`src/rtl/systolic_input_skewer_pkg.sv`:
```
// Shared accelerator definitions: matrix-unit geometry defaults and skewer FSM encoding.
package systolic_input_skewer_pkg;

    localparam int unsigned MmuWidth  = 8;
    localparam int unsigned MmuLength = 10;

    typedef logic [1:0] skewer_state_t;

    localparam skewer_state_t StIdle   = 2'd0;
    localparam skewer_state_t StStream = 2'd1;
    localparam skewer_state_t StFlush  = 2'd2;
    localparam skewer_state_t StDone   = 2'd3;

endpackage

```
`src/rtl/systolic_input_skewer_skew_delay_line.sv`:
```
// One skew lane: a DEPTH-stage shift chain that moves only when shift is high.
module skew_delay_line #(
    parameter int unsigned WIDTH = 8,
    parameter int unsigned DEPTH = 1
) (
    input  logic             CLK,
    input  logic             ASYNC_RST,
    input  logic             SYNC_RST,
    input  logic             shift,
    input  logic [WIDTH-1:0] din,
    output logic [WIDTH-1:0] dout
);

    logic [DEPTH-1:0][WIDTH-1:0] stage_q, stage_d, shifted;

    // Stage 0 takes din; the oldest sample sits in stage DEPTH-1.
    if (DEPTH > 1) begin : g_chain
        assign shifted = {stage_q[DEPTH-2:0], din};
    end else begin : g_single
        assign shifted = din;
    end

    always_comb begin
        stage_d = stage_q;
        if (shift) begin
            stage_d = shifted;
        end
    end

    always_ff @(posedge CLK or negedge ASYNC_RST) begin
        if (!ASYNC_RST) begin
            stage_q <= '0;
        end else if (SYNC_RST) begin
            stage_q <= '0;
        end else begin
            stage_q <= stage_d;
        end
    end

    assign dout = stage_q[DEPTH-1];

endmodule

```
`src/rtl/systolic_input_skewer.sv`:
```
// Turns one activation column per handshake into the diagonal wavefront the systolic array
// consumes, with a matching array enable and a per-tile completion pulse.
module systolic_input_skewer
    import systolic_input_skewer_pkg::*;
#(
    parameter int unsigned WIDTH  = MmuWidth,
    parameter int unsigned LENGTH = MmuLength
) (
    input  logic                          CLK,
    input  logic                          ASYNC_RST,
    input  logic                          SYNC_RST,
    input  logic                          In_Valid,
    output logic                          In_Ready,
    input  logic [0:LENGTH-1][WIDTH-1:0]  In_Vector,
    output logic [0:LENGTH-1][WIDTH-1:0]  Inputs,
    output logic                          MMU_EN,
    output logic                          Busy,
    output logic                          Tile_Done
);

    localparam int unsigned CntW = $clog2(LENGTH + 1);
    localparam logic [CntW-1:0] LastVec   = CntW'(LENGTH - 1);
    localparam logic [CntW-1:0] LastFlush = CntW'((LENGTH > 1) ? (LENGTH - 2) : 0);

    skewer_state_t   state_q, state_d;
    logic [CntW-1:0] vec_cnt_q, vec_cnt_d;
    logic [CntW-1:0] flush_cnt_q, flush_cnt_d;
    logic            mmu_en_q, mmu_en_d;
    logic            accept;
    logic            advance;

    // Ready is withheld while either reset is asserted so no column is taken during a clear.
    assign In_Ready = ASYNC_RST & ~SYNC_RST &
                      ((state_q == StIdle) | (state_q == StStream));
    assign accept   = In_Valid & In_Ready;
    assign advance  = accept | (state_q == StFlush);

    always_comb begin
        state_d     = state_q;
        vec_cnt_d   = vec_cnt_q;
        flush_cnt_d = flush_cnt_q;
        mmu_en_d    = advance;
        case (state_q)
            StIdle: begin
                if (accept) begin
                    vec_cnt_d = CntW'(1);
                    state_d   = (LENGTH == 1) ? StDone : StStream;
                end
            end
            StStream: begin
                if (accept) begin
                    vec_cnt_d = vec_cnt_q + CntW'(1);
                    if (vec_cnt_q == LastVec) begin
                        state_d     = StFlush;
                        flush_cnt_d = '0;
                    end
                end
            end
            StFlush: begin
                flush_cnt_d = flush_cnt_q + CntW'(1);
                if (flush_cnt_q == LastFlush) begin
                    state_d = StDone;
                end
            end
            StDone: begin
                state_d     = StIdle;
                vec_cnt_d   = '0;
                flush_cnt_d = '0;
            end
            default: begin
                state_d = StIdle;
            end
        endcase
    end

    always_ff @(posedge CLK or negedge ASYNC_RST) begin
        if (!ASYNC_RST) begin
            state_q     <= StIdle;
            vec_cnt_q   <= '0;
            flush_cnt_q <= '0;
            mmu_en_q    <= 1'b0;
        end else if (SYNC_RST) begin
            state_q     <= StIdle;
            vec_cnt_q   <= '0;
            flush_cnt_q <= '0;
            mmu_en_q    <= 1'b0;
        end else begin
            state_q     <= state_d;
            vec_cnt_q   <= vec_cnt_d;
            flush_cnt_q <= flush_cnt_d;
            mmu_en_q    <= mmu_en_d;
        end
    end

    // Lane r is r+1 deep so row r lags row 0 by r advance steps; flush feeds zeros.
    for (genvar r = 0; r < LENGTH; r++) begin : g_lane
        logic [WIDTH-1:0] lane_din;

        assign lane_din = accept ? In_Vector[r] : '0;

        skew_delay_line #(
            .WIDTH (WIDTH),
            .DEPTH (r + 1)
        ) u_line (
            .CLK       (CLK),
            .ASYNC_RST (ASYNC_RST),
            .SYNC_RST  (SYNC_RST),
            .shift     (advance),
            .din       (lane_din),
            .dout      (Inputs[r])
        );
    end

    assign MMU_EN    = mmu_en_q;
    assign Busy      = (state_q != StIdle);
    assign Tile_Done = (state_q == StDone);

endmodule

```
`config.mk`:
```
export PLATFORM = sky130hd
export DESIGN_NAME = systolic_input_skewer
export DESIGN_NICKNAME = d
export VERILOG_FILES = /design/src/rtl/systolic_input_skewer_pkg.sv /design/src/rtl/systolic_input_skewer_skew_delay_line.sv /design/src/rtl/systolic_input_skewer.sv
export SDC_FILE = /design/constraint.sdc
export NUM_CORES = 1
export LEC_CHECK = 0
export BUFFER_PORTS_ARGS = -buffer_cell sky130_fd_sc_hd__buf_2
export CAP_MARGIN = 20
export CORE_MARGIN = 2
export CORE_UTILIZATION = 35
export CTS_CLUSTER_DIAMETER = 80
export DETAILED_ROUTE_END_ITERATION = 7
export GPL_ROUTABILITY_DRIVEN = 0
export SYNTH_ARGS = -nofsm -noshare
export SYNTH_HDL_FRONTEND = slang
export SYNTH_SLANG_ARGS = --single-unit
```
`constraint.sdc`:
```
create_clock -name CLK -period 5.9 [get_ports CLK]
set_input_delay 0.885 -clock CLK [delete_from_list [all_inputs] [get_ports CLK]]
set_output_delay 0.885 -clock CLK [all_outputs]
set_load 0.01 [all_outputs]
```
==> results of run 1 <==
-- metrics by stage --
stage               std cells  hold slack (ns)  power [mW]   util
floorplan                1057            0.466        3.91      -
global placement         1740            0.478        4.14  0.383
detailed placement       1740            0.478        4.16  0.383
CTS                      1830            0.261        7.48  0.421
global route             1830            0.292        7.70  0.421
finish                   1830            0.260        7.36  0.421
-- worst reg2reg max path, cell delays in order, from the launching register on --
cell,delay (ns)
dfrtp_1,0.39
inv_1,0.09
ha_1,0.27
o211a_2,0.34
nor3_4,0.23
buf_12,0.41
buf_12,0.61
a22o_1,0.34
-- Yosys cell counts (all sizes together) (2+ instances only) --
library cell | n | area [um^2]
a211oi | 3 | 22.5
a21o | 2 | 15.0
a21oi | 2 | 10.0
a22o | 440 | 3850
a31oi | 2 | 12.5
buf | 89 | 479
clkbuf | 8 | 30.0
dfrtp | 451 | 11300
ha | 8 | 100
inv | 8 | 30.0
mux2i | 4 | 40.0
nand2 | 5 | 18.8
nand2b | 4 | 25.0
nand3 | 3 | 15.0
nand3b | 2 | 15.0
nor2 | 7 | 36.3
nor3 | 3 | 26.3
nor4 | 2 | 12.5
o21ai | 2 | 10.0
-- power by group through the flow --
stage	logic (mW)	clock network, mW	registers (mW)
after global placement	0.822	0	3.32
final	0.827	3.26	3.27
after global routing	0.918	3.51	3.28
after CTS	0.839	3.37	3.26
after floorplan	0.608	0	3.31
after detailed placement	0.836	0	3.32
-- cell families (layout without fill, tap and decap cells) --
family / count (synthesis) / after routing / synth area share
AOI/OAI and AO/OA: 457 / 457 / 0.247
adders and majority gates: 8 / 8 / 0.00620
buffers and inverters: 105 / 278 / 0.0334
DFF: 451 / 451 / 0.699
muxes: 5 / 5 / 0.00318
and+or+nand+nor: 31 / 31 / 0.0112
-- layer usage --
layer / part of all wire / GRT usage / vias up
met5: 0.00073 / 0 / -
met3: 0.053 / 0.0370 / 50
met2: 0.41 / 0.181 / 238
met4: 0.019 / 0.0394 / 4
met1: 0.52 / 0.221 / 4932
li1: - / - / 4388
-- sequential cells by signal, indices dropped and copies added (netlist names) --
register               cells
state_q                    2
g_lane.u_line.dout        80
flush_cnt_q                4
g_lane.u_line.shifted    360
MMU_EN                     1
vec_cnt_q                  4
-- cell type report --
class	instances	area share
sequential	451	0.589
multi-input combinational	501	0.225
timing repair buffer	180	0.0538
clock inverter	22	0.0164
clock buffer	68	0.0751
inverter	8	0.00157
tap	600	0.0392
-- placed cells by master (no fill, tap or decap), types with 6 or more instances in the layout --
master,instances
inv_1,8
ha_1,8
dfrtp_1,451
clkinv_2,12
buf_12,7
clkbuf_8,12
clkbuf_16,50
a22o_1,440
buf_4,6
clkbuf_1,6
buf_2,166
bufinv_16,7
-- worst paths after layout --
path,startpoint,end,slack (ns),depth (start not counted)
worst max-delay path,state_q[1],In_Ready,3.03,5
worst min-delay path,ASYNC_RST,g_lane[6].u_line.shifted[51],0.26,1
worst max register to register,state_q[1],g_lane[6].u_line.shifted[10],3.15,7
worst min register to register,g_lane[9].u_line.shifted[35],g_lane[9].u_line.shifted[43],0.49,1
max in group asynchronous,ASYNC_RST,g_lane[0].u_line.dout[2],3.47,3
min in group CLK,g_lane[9].u_line.shifted[35],g_lane[9].u_line.shifted[43],0.49,1
==> impl_metrics.ini, run 1 <==
[run_status]
status = finished, final reports clean

[drt]
first_pass_iters = 5
drt_wl_total_um = 33000
antenna_left = 0
drc = 0
vias = 9612
routedWlPerCell_um = 18.0
dr.first_iter.drc_count = 969
viasPerCell = 5.25

[layout]
area_growth_pct = 18.8
drive_gt1_frac = 0.220
n_fill_cell = 4105
final_area_mm2 = 0.0192
seqCellArea_mm2 = 0.0113
antennaDiodeCount = 0
multi_input_area_mm2 = 0.00431
final_nets = 1283

[global_route]
grt_use_total = 0.139
grt_pass1_vias = 9462
grt_pass1_wl_um = 53800
grt-ovfl-total = 0
grt_max_degree = 162
antenna_found_initial = 2

[setup_path]
slowest_delay_ns = 0.41
worstPathRequired_ns = 5.02
slowest_stage = dfrtp_1
critPathMaxFanout = 6
path_class = reg -> out
cp.arrival_ns = 1.99
critPathTopFamily = simple AND/OR/NAND/NOR gates
critPathCaptureType = output pin
startpoint_type = register
cp.buffers_inverters = 2
crit_path_cell_trace = inv_1, ha_1, nor2_1, nor3b_1, buf_2

[placement]
portBuffers = 167
place_hpwl_um = 18200
place_area_mm2 = 0.0174
place_ws_ns = 2.66

[synth]
synth_edf_count = 0
synth.net_count = 1149
async_flop_share = 1.00
ys_types = 36
synth_seq_cells = 451
yosysWarnings = 0
netlist_instances = 1057
avgSynthCellArea_um2 = 15.3
seq_area_frac_synth = 0.699
synthFlopType = dfrtp_1
syn_area_mm2 = 0.0161

[floorplanning]
die_x_um = 219
start_util = 0.355
die_y_um = 219
core_mm2 = 0.0455
die_area_mm2 = 0.0478
rows = 78
io_pins = 168

[clocking]
insertion_delay_ns = 0.59
cts_tree = built
cts_root_buf = clkbuf_16
post_cts_buffers = 0
cts_buffer_depth = 3
holdBufCountCts = 0
numCtsBuffers = 49
cts_max_level = 2
clk_pin_slew_ns = 0.06
cts_sinks = 451
post_cts_resize_count = 0

[power]
power_density_mw_per_mm2 = 384
swShare = 0.263
combPwrFrac = 0.112
switchingPower_mw = 1.94
leakage_nw = 9.61
ir_drop_uv = 287
power.clock.fraction = 0.444
seqPwrFrac = 0.444
p_int_mw = 5.42

[timing]
tightest_slew_ns = 0.899
slew_violations = 0
finClkSkew_ns = 0.0216
clock.fmax_mhz = 348
fin_crit_sh = 0.487
relSlewSlack = 0.401
finalHoldViolCount = 0
rsz0062_at_grt = false
period_minus_slack_ns = 2.87
setup_viol = 0
setup_ws_ns = 3.03
fin_tns_setup_ns = 0

[run]
max_cap_violations = 0

[min_path]
holdCritPathClass = in -> async
Power figures use the tool's default switching activity.
==> run 2, diff against run 1 <==
==> constraint.sdc (replaced) <==
create_clock -name CLK -period 2.65 [get_ports CLK]
set_input_delay 0.3975 -clock CLK [delete_from_list [all_inputs] [get_ports CLK]]
set_output_delay 0.3975 -clock CLK [all_outputs]
set_load 0.01 [all_outputs]
==> impl_metrics.ini, run 2 (synthesis gave the netlist of run 1 again) <==
[run_status]
status = finished, final reports clean

[layout]
final_area_mm2 = 0.0194
drive_gt1_frac = 0.218
mostFrequentLayoutCells = 451 x dfrtp_1, 440 x a22o_1, 166 x buf_2, 51 x clkbuf_16
layout_commonest_cell = dfrtp_1
area_growth_pct = 20.1
final_nets = 1301
largest_reg_flops = 360
antennaDiodeCount = 0
stdcell_count = 1848

[global_route]
met3_usage = 0.0462
grt_pass1_wl_um = 54500
grt_max_degree = 210
grt_use_total = 0.141
top_usage_layer = met1
grt-ovfl-total = 0
met2_usage = 0.182
met1_usage = 0.221
antenna_found_initial = 2
grt_pass1_vias = 9464

[clocking]
cts_root_buf = clkbuf_16
cts_max_level = 2
numCtsBuffers = 49
cts_buffer_depth = 3
cts_sinks = 451
clk_pin_slew_ns = 0.06
insertion_delay_ns = 0.58
cts_tree = built

[drt]
drt_wl_total_um = 33400
first_pass_iters = 5
drc = 0
vias = 9809
dr.first_iter.drc_count = 815
antenna_left = 0
viasPerCell = 5.31
routedWlPerCell_um = 18.1

[floorplanning]
die_x_um = 219
die_area_mm2 = 0.0478
die_y_um = 219
rows = 78
start_util = 0.355
io_pins = 168
core_mm2 = 0.0455

[setup_path]
critPathMaxFanout = 209
r2r-start = state_q[1]
startpoint_type = register
startpoint = state_q[1]
path_class = reg -> reg
critPathCaptureType = register
cp.arrival_ns = 3.00
worstPathRequired_ns = 3.15

[timing]
period_minus_slack_ns = 2.50
finalHoldViolCount = 0
clock.fmax_mhz = 401
finClkSkew_ns = 0.0134
setup_viol = 0
fin_tns_setup_ns = 0
tightest_slew_ns = 1.12
relSlewSlack = 0.255
setup_ws_ns = 0.153
rsz0062_at_grt = false
whs_ns = 0.0444
slew_violations = 0
fin_crit_sh = 0.942

[power]
switchingPower_mw = 4.27
combPwrFrac = 0.117
power_density_mw_per_mm2 = 849
leakage_nw = 9.68
p_int_mw = 12.2
ir_drop_uv = 553
power.clock.fraction = 0.441
swShare = 0.260
seqPwrFrac = 0.442

[placement]
dp.cells = 1747
place_hpwl_um = 18600
portBuffers = 167
place_ws_ns = 0.214
place_area_mm2 = 0.0175

[min_path]
min_from = In_Vector[4]
holdCritPathClass = in -> reg

[run]
max_cap_violations = 0
-- run 2: path summary, 6_finish.rpt --
kind                                                end  slack (ns)  cells after the start
max                            g_lane[5].u_line.dout[2]        0.15                      7
min                        g_lane[9].u_line.shifted[12]        0.04                      2
max reg2reg                    g_lane[5].u_line.dout[2]        0.15                      7
min reg2reg                    g_lane[6].u_line.dout[0]        0.49                      1
max in group asynchronous  g_lane[6].u_line.shifted[50]        1.08                      3
min in group asynchronous  g_lane[5].u_line.shifted[42]        0.25                      2
-- run 2: power by group through the flow --
stage	Combinational (mW)	Clock [mW]	Sequential, mW
6_report	1.93	7.25	7.27
5_1_grt	2.15	7.80	7.29
4_1_cts	1.95	7.50	7.26
3_5_place_dp	1.93	0	7.39
3_3_place_gp	1.90	0	7.38
2_1_floorplan	1.35	0	7.36
-- run 2: per-stage QoR --
| stage | power, mW | util |
|---|---|---|
| final | 16.5 | 0.426 |
| after global routing | 17.2 | 0.426 |
| after CTS | 16.7 | 0.426 |
| after detailed placement | 9.32 | 0.385 |
| after global placement | 9.28 | 0.385 |
| after floorplan | 8.72 | - |
-- run 2: area by class of cell --
| cell class | count | area, um^2 |
|---|---|---|
| clock buffers | 70 | 1430 |
| well taps | 600 | 751 |
| fillers | 4122 | 26100 |
| inverters | 8 | 30.0 |
| repair buffers | 198 | 1250 |
| clock inverters | 20 | 314 |
| flip-flops and latches | 451 | 11300 |
| multi-input cells | 501 | 4310 |
-- run 2: metal layers --
metal / up-vias / share of wire
met1: 5079 / 0.50
met2: 264 / 0.41
met3: 46 / 0.072
met5: - / 0.00072
li1: 4416 / -
met4: 4 / 0.020
-- run 2: critical path, stage by stage (launching register included) --
cell and delay (ns):
dfrtp_1 0.40, inv_1 0.10, ha_1 0.28, o211a_2 0.30
nor2_2 0.07, nor2_4 0.20, buf_16 0.57, a22o_1 0.28
-- run 2: what timing repair did --
item	in CTS	in global routing
endpoints found under the hold margin	15	0
hold buffers	11	0
gates resized for setup	0	1
setup buffers	0	0
endpoints found under the setup margin	0	4
==> run 3, diff against run 2 <==
==> constraint.sdc (replaced) <==
create_clock -name CLK -period 2.65 [get_ports CLK]
set_input_delay 0.265 -clock CLK [delete_from_list [all_inputs] [get_ports CLK]]
set_output_delay 0.265 -clock CLK [all_outputs]
set_load 0.01 [all_outputs]
==> impl_metrics.ini, run 3 (synthesis gave the netlist of run 1 again) <==
[floorplanning]
die_x_um = 219
rows = 78
io_pins = 168
core_mm2 = 0.0455
start_util = 0.355
die_y_um = 219
die_area_mm2 = 0.0478

[placement]
place_hpwl_um = 18800
portBuffers = 167
place_ws_ns = 0.385

[global_route]
met1_usage = 0.219
top_usage_layer = met1
antenna_found_initial = 0
grt_pass1_wl_um = 56300
grt_max_degree = 171
met3_usage = 0.0422
grt_pass1_vias = 10100
grt-ovfl-total = 0
met2_usage = 0.196
grt_use_total = 0.145

[clocking]
cts_sinks = 451
cts_max_level = 2
cts_tree = built
numCtsBuffers = 48
clk_pin_slew_ns = 0.06
post_cts_buffers = 0
cts_buffer_depth = 3
post_cts_resize_count = 0
cts_root_buf = clkbuf_16
insertion_delay_ns = 0.57

[layout]
layout_commonest_cell = dfrtp_1
drive_gt1_frac = 0.208
mostFrequentLayoutCells = 451 x dfrtp_1, 440 x a22o_1, 166 x buf_2, 81 x dlygate4sd3_1, 49 x clkbuf_16
largest_reg_flops = 360
final_nets = 1372
n_fill_cell = 4055
antennaDiodeCount = 0
area_growth_pct = 23.9

[drt]
antenna_left = 0
first_pass_iters = 5
viasPerCell = 5.24
dr.first_iter.drc_count = 841
drt_wl_total_um = 34100
vias = 10000
routedWlPerCell_um = 17.8
drc = 0

[setup_path]
cp.arrival_ns = 2.83
critPathCaptureType = register
startpoint_type = register
cp.buffers_inverters = 2
rrSetupSlack_ns = 0.31
worstPathRequired_ns = 3.14
slowest_stage = buf_12
cp_num_cells = 7
r2r_cells = 7
r2r-start = state_q[1]
r2r-end = g_lane[5].u_line.shifted[22]
path_class = reg -> reg
critPathTopFamily = compound AO/OA/AOI/OAI gates
crit_path_end = g_lane[5].u_line.shifted[22]
critPathMaxFanout = 117
crit_path_cell_trace = inv_1, ha_1, o211a_2, nor2_2, nor2_4, buf_12, a22o_1
startpoint = state_q[1]
slowest_delay_ns = 0.41

[timing]
relSlewSlack = 0.352
setup_viol = 0
period_minus_slack_ns = 2.34
whs_ns = 0.104
clock.fmax_mhz = 428
fin_tns_setup_ns = 0
finClkSkew_ns = 0.0139
finalHoldViolCount = 0
tightest_slew_ns = 0.971
setup_ws_ns = 0.312
slew_violations = 0
fin_crit_sh = 0.882
rsz0062_at_grt = false

[min_path]
holdCritPathClass = in -> reg

[run]
max_cap_violations = 0

[power]
ir_drop_uv = 510
power_density_mw_per_mm2 = 806
leakage_nw = 9.94

[run_status]
status = finished, final reports clean
[run 3: changes by cell type in the layout (fill, tap and decap cells not counted), moves of 2 or more]
cell,before,now
clkbuf_16,51,49
inv_6,1,3
bufinv_16,8,3
clkbuf_1,11,7
clkinv_4,0,2
dlygate4sd3_1,11,81
clkbuf_8,8,12
buf_12,10,14
[run 3: power breakdown]
part | internal (mW) | switching, mW | total, mW | leakage (nW)
clock | 4.02 | 2.74 | 6.77 | 0.790
sequential | 7.12 | 0.147 | 7.27 | 6.28
combinational | 0.639 | 1.44 | 2.08 | 2.87
total | 11.8 | 4.33 | 16.1 | 9.94
[run 3: repair_timing]
item | 4_1_cts | 5_1_grt
setup endpoints to repair | 0 | 0
hold buffers | 81 | 0
endpoints found under the hold margin | 148 | 0
[run 3: how the worst min path moves through the flow]
stage | from | end | slack (ns) | cells past startpoint
floorplan | ASYNC_RST | MMU_EN | -0.03 | 0
global placement | ASYNC_RST | vec_cnt_q[0] | 0.09 | 1
detailed placement | ASYNC_RST | vec_cnt_q[0] | 0.09 | 1
CTS | SYNC_RST | vec_cnt_q[0] | 0.06 | 2
global route | ASYNC_RST | vec_cnt_q[0] | 0.08 | 2
finish | SYNC_RST | vec_cnt_q[0] | 0.10 | 2
[run 3: area by class of cell]
type,count,area (um^2),share of cell area
Multi-Input combinational cell,501,4310,0.216
Inverter,8,30.0,0.00150
Tap cell,600,751,0.0376
Clock buffer,68,1420,0.0709
Timing Repair Buffer,270,2000,0.0999
Clock inverter,18,191,0.00958
Sequential cell,451,11300,0.565
[run 3: metal layers]
| metal | up-vias | wire length (um) |
|---|---|---|
| met5 | - | 0 |
| met4 | 0 | 868 |
| met3 | 58 | 2200 |
| met2 | 249 | 13900 |
| met1 | 5180 | 17000 |
| li1 | 4560 | - |
[run 3: stage by stage]
stage,cells,utilization,power [mW],cell area [um^2]
after floorplan,1057,-,8.72,16100
after global placement,1749,0.386,9.34,17600
after detailed placement,1749,0.386,9.38,17600
after CTS,1916,0.439,16.3,20000
after global routing,1916,0.439,16.9,20000
final,1916,0.439,16.1,20000
